## config.mk

```make
export PLATFORM = sky130hd
export DESIGN_NAME = dpic_sram_arbiter_flat
export DESIGN_NICKNAME = d
export VERILOG_FILES = /design/src/rtl/dpic_sram_arbiter_if.sv /design/src/rtl/dpic_sram_arbiter.sv /design/src/flat_wrapper.sv
export SDC_FILE = /design/constraint.sdc
export NUM_CORES = 1
export LEC_CHECK = 0
export ABC_CLOCK_PERIOD_IN_PS = 2400
export CORE_AREA = 2 2 110 112
export DETAILED_ROUTE_END_ITERATION = 10
export DIE_AREA = 0 0 112 114
export PLACE_DENSITY = 0.75
export SLEW_MARGIN = 20
export SYNTH_ARGS = -nofsm -noshare
export SYNTH_HDL_FRONTEND = slang
export SYNTH_SLANG_ARGS = --single-unit
```

## constraint.sdc

```tcl
create_clock -name clk -period 2.4 [get_ports clk]
set_input_delay 0.72 -clock clk [delete_from_list [all_inputs] [get_ports clk]]
set_output_delay 0.72 -clock clk [all_outputs]
set_load 0.03 [all_outputs]
```

## src/rtl/dpic_sram_arbiter_if.sv

```systemverilog
// Request/response and SRAM-side bus of the DPI-C SRAM arbiter.
// slave  : arbiter side (accepts requests, drives the SRAM pins).
// master : requester/SRAM-model side (testbench or core wrapper).
interface dpic_sram_arbiter_if #(
    parameter int ADDR_WIDTH = 32,
    parameter int DATA_WIDTH = 32
);
    localparam int MASK_WIDTH = DATA_WIDTH / 8;

    logic                  req0_valid;
    logic                  req0_ready;
    logic [ADDR_WIDTH-1:0] req0_addr;
    logic [MASK_WIDTH-1:0] req0_wmask;
    logic [1:0]            req0_size;
    logic [DATA_WIDTH-1:0] req0_wdata;
    logic                  resp0_valid;

    logic                  req1_valid;
    logic                  req1_ready;
    logic [ADDR_WIDTH-1:0] req1_addr;
    logic [MASK_WIDTH-1:0] req1_wmask;
    logic [1:0]            req1_size;
    logic [DATA_WIDTH-1:0] req1_wdata;
    logic                  resp1_valid;

    logic [DATA_WIDTH-1:0] resp_rdata;

    logic                  sram_en;
    logic [ADDR_WIDTH-1:0] sram_addr;
    logic [MASK_WIDTH-1:0] sram_wmask;
    logic [1:0]            sram_size;
    logic [DATA_WIDTH-1:0] sram_wdata;
    logic [DATA_WIDTH-1:0] sram_rdata;

    modport slave (
        input  req0_valid, req0_addr, req0_wmask, req0_size, req0_wdata,
        input  req1_valid, req1_addr, req1_wmask, req1_size, req1_wdata,
        input  sram_rdata,
        output req0_ready, resp0_valid, req1_ready, resp1_valid, resp_rdata,
        output sram_en, sram_addr, sram_wmask, sram_size, sram_wdata
    );

    modport master (
        output req0_valid, req0_addr, req0_wmask, req0_size, req0_wdata,
        output req1_valid, req1_addr, req1_wmask, req1_size, req1_wdata,
        output sram_rdata,
        input  req0_ready, resp0_valid, req1_ready, resp1_valid, resp_rdata,
        input  sram_en, sram_addr, sram_wmask, sram_size, sram_wdata
    );
endinterface

```

## src/rtl/dpic_sram_arbiter.sv

```systemverilog
// Two-port round-robin arbiter/sequencer in front of the DPI-C SRAM model.
// Port 0 = instruction fetch, port 1 = load/store. One access per 2 cycles:
// accept (IDLE/RESP) -> ACCESS (sram_en) -> RESP (response pulse).
// Optional macro DPIC_ARB_PERF_EN adds 32-bit grant/conflict counters.
module dpic_sram_arbiter #(
    parameter int ADDR_WIDTH = 32,
    parameter int DATA_WIDTH = 32
) (
    input  logic clk,
    input  logic rst_n,
    dpic_sram_arbiter_if.slave bus
`ifdef DPIC_ARB_PERF_EN
    ,
    output logic [31:0] perf_grant0,
    output logic [31:0] perf_grant1,
    output logic [31:0] perf_conflict
`endif
);
    localparam int MASK_WIDTH = DATA_WIDTH / 8;

    typedef enum logic [1:0] {IDLE, ACCESS, RESP} state_t;

    state_t                state, next_state;
    logic                  rr_last;
    logic                  gid;
    logic [ADDR_WIDTH-1:0] lat_addr;
    logic [MASK_WIDTH-1:0] lat_wmask;
    logic [1:0]            lat_size;
    logic [DATA_WIDTH-1:0] lat_wdata;

    logic both_valid;
    logic accept;
    logic gnt;

    // Grant selection and next-state: accept only outside ACCESS, round-robin on conflict
    always_comb begin
        both_valid = bus.req0_valid && bus.req1_valid;
        gnt        = both_valid ? ~rr_last : bus.req1_valid;
        accept     = (state != ACCESS) && (bus.req0_valid || bus.req1_valid);
        next_state = state;
        case (state)
            IDLE:    if (accept) next_state = ACCESS;
            ACCESS:  next_state = RESP;
            RESP:    next_state = accept ? ACCESS : IDLE;
            default: next_state = IDLE;
        endcase
    end

    // Handshake, response and SRAM pin outputs; sram_* fields simply hold the latched request
    always_comb begin
        bus.req0_ready  = accept && !gnt;
        bus.req1_ready  = accept && gnt;
        bus.resp0_valid = (state == RESP) && !gid;
        bus.resp1_valid = (state == RESP) && gid;
        bus.resp_rdata  = ((state == RESP) && (lat_wmask == '0)) ? bus.sram_rdata : '0;
        bus.sram_en     = (state == ACCESS);
        bus.sram_addr   = lat_addr;
        bus.sram_wmask  = lat_wmask;
        bus.sram_size   = lat_size;
        bus.sram_wdata  = lat_wdata;
    end

    // State register, round-robin pointer and request latch
    always_ff @(posedge clk or negedge rst_n) begin
        if (!rst_n) begin
            state     <= IDLE;
            rr_last   <= 1'b1;
            gid       <= 1'b0;
            lat_addr  <= '0;
            lat_wmask <= '0;
            lat_size  <= '0;
            lat_wdata <= '0;
        end else begin
            state <= next_state;
            if (accept) begin
                rr_last   <= gnt;
                gid       <= gnt;
                lat_addr  <= gnt ? bus.req1_addr  : bus.req0_addr;
                lat_wmask <= gnt ? bus.req1_wmask : bus.req0_wmask;
                lat_size  <= gnt ? bus.req1_size  : bus.req0_size;
                lat_wdata <= gnt ? bus.req1_wdata : bus.req0_wdata;
            end
        end
    end

`ifdef DPIC_ARB_PERF_EN
    // Per-port grant and conflict counters, wrapping modulo 2^32
    always_ff @(posedge clk or negedge rst_n) begin
        if (!rst_n) begin
            perf_grant0   <= '0;
            perf_grant1   <= '0;
            perf_conflict <= '0;
        end else if (accept) begin
            if (gnt) perf_grant1 <= perf_grant1 + 32'd1;
            else     perf_grant0 <= perf_grant0 + 32'd1;
            if (both_valid) perf_conflict <= perf_conflict + 32'd1;
        end
    end
`endif

endmodule

```

## src/flat_wrapper.sv

```systemverilog
// flat-port wrapper written by rule: the top's interface ports become plain ports
module dpic_sram_arbiter_flat 
#(
    parameter int ADDR_WIDTH = 32,
    parameter int DATA_WIDTH = 32
)
  (clk, rst_n, bus_req0_valid, bus_req0_addr, bus_req0_wmask, bus_req0_size, bus_req0_wdata, bus_req1_valid, bus_req1_addr, bus_req1_wmask, bus_req1_size, bus_req1_wdata, bus_sram_rdata, bus_req0_ready, bus_resp0_valid, bus_req1_ready, bus_resp1_valid, bus_resp_rdata, bus_sram_en, bus_sram_addr, bus_sram_wmask, bus_sram_size, bus_sram_wdata);
  dpic_sram_arbiter_if #(.ADDR_WIDTH(ADDR_WIDTH), .DATA_WIDTH(DATA_WIDTH)) bus_i ();
  input  logic clk;
  input  logic rst_n;
  input wire logic [$bits(bus_i.req0_valid)-1:0] bus_req0_valid;
  input wire logic [$bits(bus_i.req0_addr)-1:0] bus_req0_addr;
  input wire logic [$bits(bus_i.req0_wmask)-1:0] bus_req0_wmask;
  input wire logic [$bits(bus_i.req0_size)-1:0] bus_req0_size;
  input wire logic [$bits(bus_i.req0_wdata)-1:0] bus_req0_wdata;
  input wire logic [$bits(bus_i.req1_valid)-1:0] bus_req1_valid;
  input wire logic [$bits(bus_i.req1_addr)-1:0] bus_req1_addr;
  input wire logic [$bits(bus_i.req1_wmask)-1:0] bus_req1_wmask;
  input wire logic [$bits(bus_i.req1_size)-1:0] bus_req1_size;
  input wire logic [$bits(bus_i.req1_wdata)-1:0] bus_req1_wdata;
  input wire logic [$bits(bus_i.sram_rdata)-1:0] bus_sram_rdata;
  output wire logic [$bits(bus_i.req0_ready)-1:0] bus_req0_ready;
  output wire logic [$bits(bus_i.resp0_valid)-1:0] bus_resp0_valid;
  output wire logic [$bits(bus_i.req1_ready)-1:0] bus_req1_ready;
  output wire logic [$bits(bus_i.resp1_valid)-1:0] bus_resp1_valid;
  output wire logic [$bits(bus_i.resp_rdata)-1:0] bus_resp_rdata;
  output wire logic [$bits(bus_i.sram_en)-1:0] bus_sram_en;
  output wire logic [$bits(bus_i.sram_addr)-1:0] bus_sram_addr;
  output wire logic [$bits(bus_i.sram_wmask)-1:0] bus_sram_wmask;
  output wire logic [$bits(bus_i.sram_size)-1:0] bus_sram_size;
  output wire logic [$bits(bus_i.sram_wdata)-1:0] bus_sram_wdata;
  assign bus_i.req0_valid = bus_req0_valid;
  assign bus_i.req0_addr = bus_req0_addr;
  assign bus_i.req0_wmask = bus_req0_wmask;
  assign bus_i.req0_size = bus_req0_size;
  assign bus_i.req0_wdata = bus_req0_wdata;
  assign bus_i.req1_valid = bus_req1_valid;
  assign bus_i.req1_addr = bus_req1_addr;
  assign bus_i.req1_wmask = bus_req1_wmask;
  assign bus_i.req1_size = bus_req1_size;
  assign bus_i.req1_wdata = bus_req1_wdata;
  assign bus_i.sram_rdata = bus_sram_rdata;
  assign bus_req0_ready = bus_i.req0_ready;
  assign bus_resp0_valid = bus_i.resp0_valid;
  assign bus_req1_ready = bus_i.req1_ready;
  assign bus_resp1_valid = bus_i.resp1_valid;
  assign bus_resp_rdata = bus_i.resp_rdata;
  assign bus_sram_en = bus_i.sram_en;
  assign bus_sram_addr = bus_i.sram_addr;
  assign bus_sram_wmask = bus_i.sram_wmask;
  assign bus_sram_size = bus_i.sram_size;
  assign bus_sram_wdata = bus_i.sram_wdata;
  dpic_sram_arbiter #(.ADDR_WIDTH(ADDR_WIDTH), .DATA_WIDTH(DATA_WIDTH)) u_core (.clk(clk), .rst_n(rst_n), .bus(bus_i));
endmodule
```

Word level (Yosys, flattened, before mapping)
Index checks and enable logic that the tools add are counted.
Storage, ports and cells
  flip-flop bits (word level): 74
  input port bits: 176
Operators by class
  equal/unequal tests: 4
  multiplexer cells: 9
  bitwise logic cells: 1
  reduce and logical (&&, ||, !) cells: 12
Operators with widths (count)
  $mux 32: 3
  $logic_and 1x1->1: 7
  $pmux 2 s3: 1
  $logic_not 4->1: 1
  $mux 2: 2
  $mux 4: 1
  $ne 2x1->1 const B: 2
  $eq 2x1->1 const B: 1
  $eq 2x2->1 const B: 1
  $logic_not 1->1: 2
  $logic_not 2->1: 1
  $mux 1: 2
  $logic_or 1x1->1: 1
  $not 1->1: 1

Depth between registers and ports, before layout
  depth after elaboration: 4
  gate-level depth with buffers: 5
  depth with buffers taken out: 3

Worst setup path before layout
No wires, ideal clock.
  path type: register -> output
  start: reg u_core.lat_wmask[2] (netlist: u_core.bus.sram_wmask[2])
  end: out bus_resp_rdata[10]
  data arrival time: 1.622 ns
  required time: 1.680 ns
  setup slack: 0.058 ns
  stages on the path, launching flop included: 5
  path buffers: 1
  cells stage by stage: dfrtp_1 or4_4 nor2_4 buf_2 and2_1
On the way
  word-level cells in the longest chain between the ends: 3
Ends and longest elaborated chain
  start: declaration: RTL line dpic_sram_arbiter.sv:27  | logic [MASK_WIDTH-1:0] lat_wmask;
  start signal: assignment: RTL line dpic_sram_arbiter.sv:79  | lat_wmask <= gnt ? bus.req1_wmask : bus.req0_wmask;
  $logic_not 4->1: RTL line dpic_sram_arbiter.sv:55  | bus.resp_rdata = ((state == RESP) && (lat_wmask == '0)) ? bus.sram_rdata : '0;
  $logic_and 1x1->1: RTL line dpic_sram_arbiter.sv:55
  $mux 32: RTL line dpic_sram_arbiter.sv:55
  end: declaration: RTL line flat_wrapper.sv:26  | output wire logic [$bits(bus_i.resp_rdata)-1:0] bus_resp_rdata;
Every way passes these cells.

Final worst setup path
  start: reg u_core.lat_wmask[2] (netlist: u_core.bus.sram_wmask[2])
  end: out bus_resp_rdata[19]
Same word-level chain as after synthesis.

==> metrics <==
CTS Buffer Depth 2; post-layout min period 2.58 ns; layout cells sized above 1 12.5%; remaining antenna violation count 0; reg2reg setup slack 0.57 ns; # Max-Cap Violations 0; num rows 40; PwrDens 758 mW/mm2; crit path to bus_resp_rdata[19]; min setup slack post-route -0.176 ns; DPL Wire Length 10200 um; final core utilization 58.0%; I/O Buffers 282; Yosys cell types 16; Critical Path Source Type flip-flop; status finished, violations left; Die Height 114 um; asr flop ratio synth 100%; RSZ-0062 raised after global routing yes; Worst Path Required 1.68 ns; gr usage total 20.6%; synth warn 0; critical path class reg -> out; commonest cells in the netlist dfrtp_1 (73), and3_1 (71), a221o_1 (70), and2_1 (33), clkbuf_1 (14); via count 3696; # H-tree levels 3; f_max 388 MHz; pre-CTS setup slack -0.0953 ns; Crit. Startpoint u_core.bus.sram_wmask[2]; syn_area_per_cell 11.8 um2; switching share of power 35.3%; final period utilization 107%; post-synth top area share 52.1%; clk_lat worst skew 0.33 ns; Setup Buffers After CTS 0; Ports 283; combinational fraction of design power 43.1%; antenna fix cells 0; Pre-antenna DRT Iters 4; count leader, synth dfrtp_1; worst r2r src u_core.state[1]; FF+latch count, synth 74; Worst Tran Pin Value 0.621 ns; area leader, netlist dfrtp_1; internal power 3340 uW; crit path max fanout 32; Switch Pwr 1820 uW; Leak 0.00310 uW; synthesized area 0.00350 mm2; Seq/Total Area, Yosys 52.9%; register clock-pin slew on the reported worst setup and hold paths 0.05 ns; Final Hold Vio Count 0; CP arrival 1.86 ns; Starting Density 29.9%; vias in the first global route 3875; first-pass GRT wire length 20600 um; die footprint 0.0128 mm2; worst hold path type in -> async; Gate Count Post-Synth 297; maximum vdd drop 0.405 mV; multi-input combinational cell area 0.00147 mm2; Mapped Nets 473; CTS Hold Buffers Added 0; total power 5160 uW; crit end category primary output; Inserted Clock Buffers 9; failing checks negative setup slack; Finish-stage setup viols 32; drt drc 0; r2r endpoint u_core.bus.sram_wdata[30]; Clock Sinks 74; wire per inst 19.0 um; fillers 993; Routed WL 13700 um; Pins Over Slew Limit 0; Slew headroom 58.6%; initial DRC count 241; Synth-to-Final Area Change 94.0%; worst r2r path cells 5; Clock power frac 23.5%; root buffer cell clkbuf_16; Main synth FF type dfrtp_1; Seq pwr share 33.4%; Area contributors post-synth dfrtp_1 (52%), a221o_1 (20%), and3_1 (13%); Via density 5.13; fin nets 745; die width 112 um; clk_skew 0.00658 ns; CTS tree yes; register area 0.00185 mm2; area of the core 0.0117 mm2; routability cong. 0.828; largest net degree at the start of global routing 71; grt total ovfl 0; antenna violations before repair 0; number of enable flip-flop cells after synthesis 0
-- cell usage in the layout, fill, tap and decap left out, types with 2 or more instances in the layout --
| master | instances |
|---|---|
| clkdlybuf4s50_1 | 242 |
| and2_1 | 28 |
| buf_12 | 6 |
| dlygate4sd2_1 | 4 |
| buf_6 | 30 |
| clkbuf_16 | 9 |
| dfrtp_1 | 73 |
| a221o_1 | 70 |
| inv_1 | 3 |
| clkbuf_1 | 3 |
| nand2b_1 | 2 |
| clkinv_2 | 3 |
| nor2_1 | 4 |
| a21o_1 | 2 |
| and3_1 | 70 |
| buf_4 | 11 |
| and2_4 | 5 |
-- timing repair --
item                       4_1_cts  5_1_grt
gates resized for setup         36        4
setup endpoints to repair       36       34
pin swaps                        1        0
cloned                           0        0
hold endpoints to repair         0        0
-- worst min-delay path by stage --
stage,startpoint,end,cells past startpoint
finish,rst_n,u_core.bus.sram_wdata[9],1
global route,rst_n,u_core.bus.sram_size[1],1
CTS,rst_n,u_core.bus.sram_wdata[11],1
detailed placement,u_core.state[0],u_core.state[0],1
global placement,u_core.state[0],u_core.state[0],1
floorplan,rst_n,u_core.bus.sram_addr[0],0
-- final cells by class --
cell class	count	share of cell area [%]
inverters	3	0.166
well taps	147	2.71
multi-input cells	187	21.7
clock inverters	3	0.221
flip-flops and latches	74	27.3
clock buffers	13	3.68
repair buffers	294	44.3
-- metal layers --
metal	GRT usage (%)	up-vias	wire, um
li1	-	1698	-
met1	22.6	1765	5130
met2	36.8	199	7140
met3	5.10	34	975
met4	11.1	0	463
met5	0	-	0
-- critical path, cell delays in order (launching register included) --
cell	delay [ns]
dfrtp_1	0.40
or4_4	0.55
nor2_4	0.11
buf_12	0.16
and2_1	0.17
buf_6	0.14
-- sequential cells by signal, summed over array words and instances, names as in the netlist --
signal,cells
u_core.bus.sram_wdata,32
u_core.rr_last,1
u_core.bus.sram_size,2
u_core.gid,1
u_core.bus.sram_wmask,4
u_core.bus.sram_addr,32
u_core.state,2
-- logic make-up (layout without fill, tap and decap cells) --
logic type | count (synthesis) | after routing | share of synthesized area [%]
AOI/OAI and AO/OA | 74 | 74 | 21.0
buffers and inverters | 36 | 313 | 5.96
DFF | 74 | 74 | 52.9
and+or+nand+nor | 113 | 113 | 20.2
-- power groups by stage --
stage	Sequential [uW]	Clock, uW	Combinational [uW]
after CTS	1720	1240	2240
after floorplan	2270	0	592
after global routing	1760	1300	2330
after global placement	1730	0	2200
final	1720	1210	2220
after detailed placement	1730	0	2220
-- stage by stage --
step	area (um2)	hold WS [ns]	instances	TNS, ns
after floorplan	3500	0.417	297	0
after global placement	6410	0.457	705	-0.0767
after detailed placement	6410	0.469	705	-0.173
after CTS	6790	0.372	721	-5.42
after global routing	6800	0.401	721	-7.22
final	6800	0.363	721	-4.92
Note: power is estimated with default switching activity, not from simulation.
==> variant 1, RTL diff (config.mk and constraints unchanged) <==
Encoding of `state_t`: now one-hot (3 bits for 3 states).
--- a/src/rtl/dpic_sram_arbiter.sv
+++ b/src/rtl/dpic_sram_arbiter.sv
@@ -18,7 +18,7 @@
 );
     localparam int MASK_WIDTH = DATA_WIDTH / 8;
 
-    typedef enum logic [1:0] {IDLE, ACCESS, RESP} state_t;
+    typedef enum logic [2:0] {IDLE = 3'b001, ACCESS = 3'b010, RESP = 3'b100} state_t;
 
     state_t                state, next_state;
     logic                  rr_last;
Behaviour: same outputs for any inputs over 10 cycles, from zero or initial values and one cycle with rst_n low; not proved beyond that.
==> variant 1 against the original RTL <==
The run still ends with negative setup slack left. Synthesized cell count grew 30%. Design area grew 6.3%. Non-clock buffer count grew 7. Sequential power grew 26%. Fmax grew 0.39%. Worst hold slack lost 0.032 ns. Synthesized area grew 8.1%. Worst setup slack gained 0.010 ns. Combinational power grew 78%. Sequential cell count grew 1. Power grew 49%. Global-route usage grew 1.4 points. Wire length grew 4.8%.
==> variant 1: results (changes against the original RTL) <==
.. list-table::
   :header-rows: 1

   * - Metric
     - Value
   * - Met2 wire length
     - 7.40 mm (+3.6%)
   * - Worst Max-Slew Pin Slew
     - 0.761 ns (+0.140 ns)
   * - Placed Cells incl. Taps
     - 787 (+12%)
   * - Synthesis-to-layout area growth
     - 90.7%
   * - Syn_area_per_cell
     - 9.82 um2 (-17%)
   * - Layout cells sized above 1
     - 17.6% (+5.0 points)
   * - Cell variety after synth
     - 27 (+11)
   * - Final setup margin
     - -0.166 ns (+0.0101 ns)
   * - Detailed-route wire length
     - 14.4 mm (+4.8%)
   * - Power per Cell Area
     - 1060 mW/mm2 (+40%)
   * - Number of multi-input combinational cells in the layout
     - 265 (+42%)
   * - Global-route wire length before repair
     - 22.4 mm (+8.7%)
   * - Switching power summed over all nets
     - 3.03 mW (+67%)
   * - Met2 track utilization from global routing
     - 39.4% (+2.5 points)
   * - Pre-CTS setup slack
     - -0.00642 ns (+0.0889 ns)
   * - Fraction of met1 tracks used by global routing
     - 26.2% (+3.6 points)
   * - Wire length on met3
     - 1.14 mm (+17%)
   * - All-Layer GR Usage
     - 22.0% (+1.4 points)
   * - Setup clock skew after layout
     - 0.00777 ns (+0.00119 ns)
   * - Maximum ir drop on the vdd rail
     - 0.528 mV (+31%)
   * - Final total negative setup slack
     - -4.84 ns (+0.0848 ns)
   * - Fraction of area in clock buffers and inverters
     - 4.75% (+0.84 points)
   * - Most area-consuming cells after synthesis
     - sky130_fd_sc_hd__dfrtp_1, sky130_fd_sc_hd__a221o_1, sky130_fd_sc_hd__nor3_1, sky130_fd_sc_hd__nand2_1, sky130_fd_sc_hd__and2_1
   * - Avg WL per Cell
     - 17.8 um (-6.4%)
   * - Final weighted congestion of routability-driven global placement
     - 0.802 (-3.1%)
   * - Status
     - finished, violations left
   * - Mapped Cells
     - 386 (+30%)
   * - Total of endpoints with negative setup slack in the final report
     - 32 (unchanged)
   * - Area of combinational cells with multiple inputs
     - 0.00174 mm2 (+18%)
   * - Top post-synthesis cells by count
     - sky130_fd_sc_hd__dfrtp_1, sky130_fd_sc_hd__nand2_1, sky130_fd_sc_hd__nor3_1
   * - Seq. cell area
     - 0.00188 mm2 (+1.4%)
   * - Data-path buffer share of cell area in the final layout
     - 42.4% (-1.9 points)
   * - Violations in the final reports
     - negative setup slack
   * - Fraction of met3 tracks used by global routing
     - 5.47% (+0.37 points)
   * - Signal buffers
     - 301 (+2.4%)
   * - Drt via density
     - 5.19 (+1.2%)
   * - Combinational power
     - 3.96 mW (+78%)
   * - Final-layout fill cell count
     - 983 (-1.0%)
   * - HPWL after DPL
     - 10.4 mm (+2.7%)
   * - Met1 layer wirelength in the final routing
     - 5.59 mm (+9.1%)
   * - Total nets after synthesis
     - 562 (+19%)
   * - Sequential share of power
     - 28.2% (-5.2 points)
-- variant 1: cell count changes in the layout (fill, tap and decap cells not counted), sizes merged, moves of 2 or more --
cell / before / now
a21o: 2 / 0
and3: 71 / 1
buf: 47 / 58
bufinv: 0 / 3
clkbuf: 13 / 11
dlygate4sd2: 4 / 0
nand2: 0 / 72
nand2b: 3 / 0
nor3: 0 / 71
o21ai: 1 / 3
or3b: 0 / 2
-- variant 1: timing repair --
action | 4_1_cts | 5_1_grt
setup endpoints to repair | 35 | 35
hold buffers | 0 | 0
gates resized for setup | 38 | 2
pin swaps | 1 | 1
buffers inserted | 2 | 2
-- variant 1: critical path: stages (launching register included) --
cell and delay (ns):
sky130_fd_sc_hd__dfrtp_1 0.39, sky130_fd_sc_hd__or4_4 0.55, sky130_fd_sc_hd__nor2_4 0.12, sky130_fd_sc_hd__buf_12 0.16
sky130_fd_sc_hd__and2_2 0.18, sky130_fd_sc_hd__buf_12 0.12
-- variant 1: path summary, 6_finish.rpt --
kind | end | slack, ns | cells after the start
setup / recovery | bus_resp_rdata[12] | -0.17 | 5
hold / removal | u_core.bus.sram_addr[26] | 0.33 | 1
min in group clk | u_core.bus.sram_addr[14] | 0.51 | 1
hold reg to reg | u_core.bus.sram_addr[14] | 0.51 | 1
setup reg to reg | u_core.bus.sram_addr[6] | 0.30 | 5
max in group asynchronous | u_core.bus.sram_addr[12] | 1.44 | 2
-- variant 1: cells by family after synthesis --
kind of cell | share of synthesized area, %
and+or+nand+nor | 23.5
buffers and inverters | 6.61
AOI/OAI and AO/OA | 19.7
xor gates and xnor gates | 0.231
muxes | 0.264
DFF | 49.6
==> variant 2, RTL diff (config.mk and constraints unchanged) <==
Without the edit above. `ADDR_WIDTH` is set to 32 in 3 places; all go to 16.
--- a/src/rtl/dpic_sram_arbiter_if.sv
+++ b/src/rtl/dpic_sram_arbiter_if.sv
@@ -2,7 +2,7 @@
 // slave  : arbiter side (accepts requests, drives the SRAM pins).
 // master : requester/SRAM-model side (testbench or core wrapper).
 interface dpic_sram_arbiter_if #(
-    parameter int ADDR_WIDTH = 32,
+    parameter int ADDR_WIDTH = 16,
     parameter int DATA_WIDTH = 32
 );
     localparam int MASK_WIDTH = DATA_WIDTH / 8;
--- a/src/rtl/dpic_sram_arbiter.sv
+++ b/src/rtl/dpic_sram_arbiter.sv
@@ -3,7 +3,7 @@
 // accept (IDLE/RESP) -> ACCESS (sram_en) -> RESP (response pulse).
 // Optional macro DPIC_ARB_PERF_EN adds 32-bit grant/conflict counters.
 module dpic_sram_arbiter #(
-    parameter int ADDR_WIDTH = 32,
+    parameter int ADDR_WIDTH = 16,
     parameter int DATA_WIDTH = 32
 ) (
     input  logic clk,
--- a/src/flat_wrapper.sv
+++ b/src/flat_wrapper.sv
@@ -1,7 +1,7 @@
 // flat-port wrapper written by rule: the top's interface ports become plain ports
 module dpic_sram_arbiter_flat 
 #(
-    parameter int ADDR_WIDTH = 32,
+    parameter int ADDR_WIDTH = 16,
     parameter int DATA_WIDTH = 32
 )
   (clk, rst_n, bus_req0_valid, bus_req0_addr, bus_req0_wmask, bus_req0_size, bus_req0_wdata, bus_req1_valid, bus_req1_addr, bus_req1_wmask, bus_req1_size, bus_req1_wdata, bus_sram_rdata, bus_req0_ready, bus_resp0_valid, bus_req1_ready, bus_resp1_valid, bus_resp_rdata, bus_sram_en, bus_sram_addr, bus_sram_wmask, bus_sram_size, bus_sram_wdata);
Interface: changed (resized bus_req0_addr, bus_req1_addr and bus_sram_addr); port bits go from 283 to 235. The function was not compared with the original's and may differ.
==> variant 2 against the original RTL <==
Critical path depth unchanged. Synthesized cell count down 19%. Design area down 17%. Fmax up 1.0%. Wire length down 26%. Power down 18%. Count of clock-buffer cells in the layout unchanged. Critical path type unchanged. Highest routed layer unchanged. The flow still finishes with violations (negative setup slack). Sequential cell count down 16. Sequential power down 21%. Register-to-register slack worse by 0.06 ns. Synthesized area down 19%. Worst setup slack better by 0.026 ns. Global-route usage down 4.8 points.
==> variant 2: results (changes against the original RTL) <==
.. list-table::
   :header-rows: 1

   * - Metric
     - Value
   * - Drt via density
     - 4.79 (-6.5%)
   * - Final weighted congestion of routability-driven global placement
     - 0.768 (-7.2%)
   * - Final setup margin
     - -0.150 ns (+0.0263 ns)
   * - Total nets after synthesis
     - 386 (-18%)
   * - HPWL after DPL
     - 7.49 mm (-26%)
   * - Post-placement cell area
     - 0.00522 mm2 (-19%)
   * - Placed Cells incl. Taps
     - 607 (-14%)
   * - Final-layout fill cell count
     - 1086 (+9.4%)
   * - Via count of the first global-routing pass
     - 3131 (-19%)
   * - Global-route wire length before repair
     - 15.9 mm (-23%)
   * - Worst Max-Slew Pin Slew
     - 0.611 ns (-0.0103 ns)
   * - Mapped Cells
     - 242 (-19%)
   * - Most area-consuming cells after synthesis
     - sky130_fd_sc_hd__dfrtp_1, sky130_fd_sc_hd__a221o_1, sky130_fd_sc_hd__and3_1, sky130_fd_sc_hd__and2_1, sky130_fd_sc_hd__buf_6
   * - Proportion of synthesized chip area in sequential cells
     - 51.5% (-1.4 points)
   * - Setup clock skew after layout
     - 0.00660 ns (+0.0000197 ns)
   * - Avg WL per Cell
     - 16.3 um (-14%)
   * - Layout cells sized above 1
     - 13.9% (+1.3 points)
   * - Total of endpoints with negative setup slack in the final report
     - 32 (unchanged)
   * - Cell variety after synth
     - 17 (+1)
   * - Violations in the final reports
     - negative setup slack
   * - Static leakage
     - 2.55 nW (-18%)
   * - Launch instance of the worst register-to-register path
     - u_core.state[0]
   * - Status
     - finished, violations left
   * - Total of buffers placed on input and output ports
     - 234 (-17%)
   * - Maximum number of pins on one net before global-route repair
     - 57 (-20%)
   * - Vias
     - 2987 (-19%)
   * - All-Layer GR Usage
     - 15.8% (-4.8 points)
-- variant 2: cell families after synthesis --
family,after synthesis
AND/OR/NAND/NOR,97
flip-flops,58
AO/OA/AOI/OAI,58
buffers and inverters,29
-- variant 2: final timing paths --
path                                             end  slack, ns  depth (start not counted)
min in group clk                     u_core.state[0]       0.50                          1
min reg2reg                          u_core.state[0]       0.50                          1
min                        u_core.bus.sram_wdata[14]       0.41                          1
max in group asynchronous   u_core.bus.sram_wdata[8]       1.38                          2
max reg2reg                  u_core.bus.sram_size[1]       0.51                          5
max                               bus_resp_rdata[25]      -0.15                          5
-- variant 2: what timing repair did --
action                                  CTS  global route
pin swaps                                 0             0
endpoints found under the setup margin   36            34
gates resized for setup                  38             1
-- variant 2: through the flow --
stage	worst slack [ns]	hold slack [ns]	utilization, %	total power [mW]	TNS, ns
detailed placement	-0.0400	0.495	44.6	3.12	-0.175
floorplan	0.0546	0.424	-	2.26	0
global placement	-0.0208	0.485	44.6	3.10	-0.0232
global route	-0.224	0.448	47.9	4.46	-6.61
finish	-0.150	0.412	47.9	4.24	-4.20
CTS	-0.173	0.428	47.9	4.30	-5.07
-- variant 2: per-layer routing --
layer	up-vias	share of wire (%)	GRT usage [%]
li1	1388	-	-
met1	1422	39	18.5
met2	170	49	27.5
met3	7	10	5.84
met4	0	1.1	4.23
met5	-	0	0
-- variant 2: final cells by class --
| cell class | instances | area, um2 | area share [%] |
|---|---|---|---|
| repair buffers | 244 | 2490 | 44.3 |
| multi-input cells | 155 | 1210 | 21.6 |
| clock buffers | 13 | 250 | 4.46 |
| well taps | 147 | 184 | 3.28 |
| flip-flops and latches | 58 | 1450 | 25.9 |
| inverters | 3 | 11.3 | 0.201 |
| clock inverters | 3 | 17.5 | 0.312 |
-- variant 2: critical path, cell delays in order (launching register included) --
cell                      delay [ns]
sky130_fd_sc_hd__dfrtp_1        0.39
sky130_fd_sc_hd__or4_4          0.55
sky130_fd_sc_hd__nor2_4         0.11
sky130_fd_sc_hd__buf_12         0.16
sky130_fd_sc_hd__and2_1         0.16
sky130_fd_sc_hd__buf_6          0.14
-- variant 2: report_power, final --
group	internal [mW]	switching, mW	total (mW)
combinational	0.860	0.892	1.75
sequential	1.21	0.150	1.36
clock	0.722	0.406	1.13
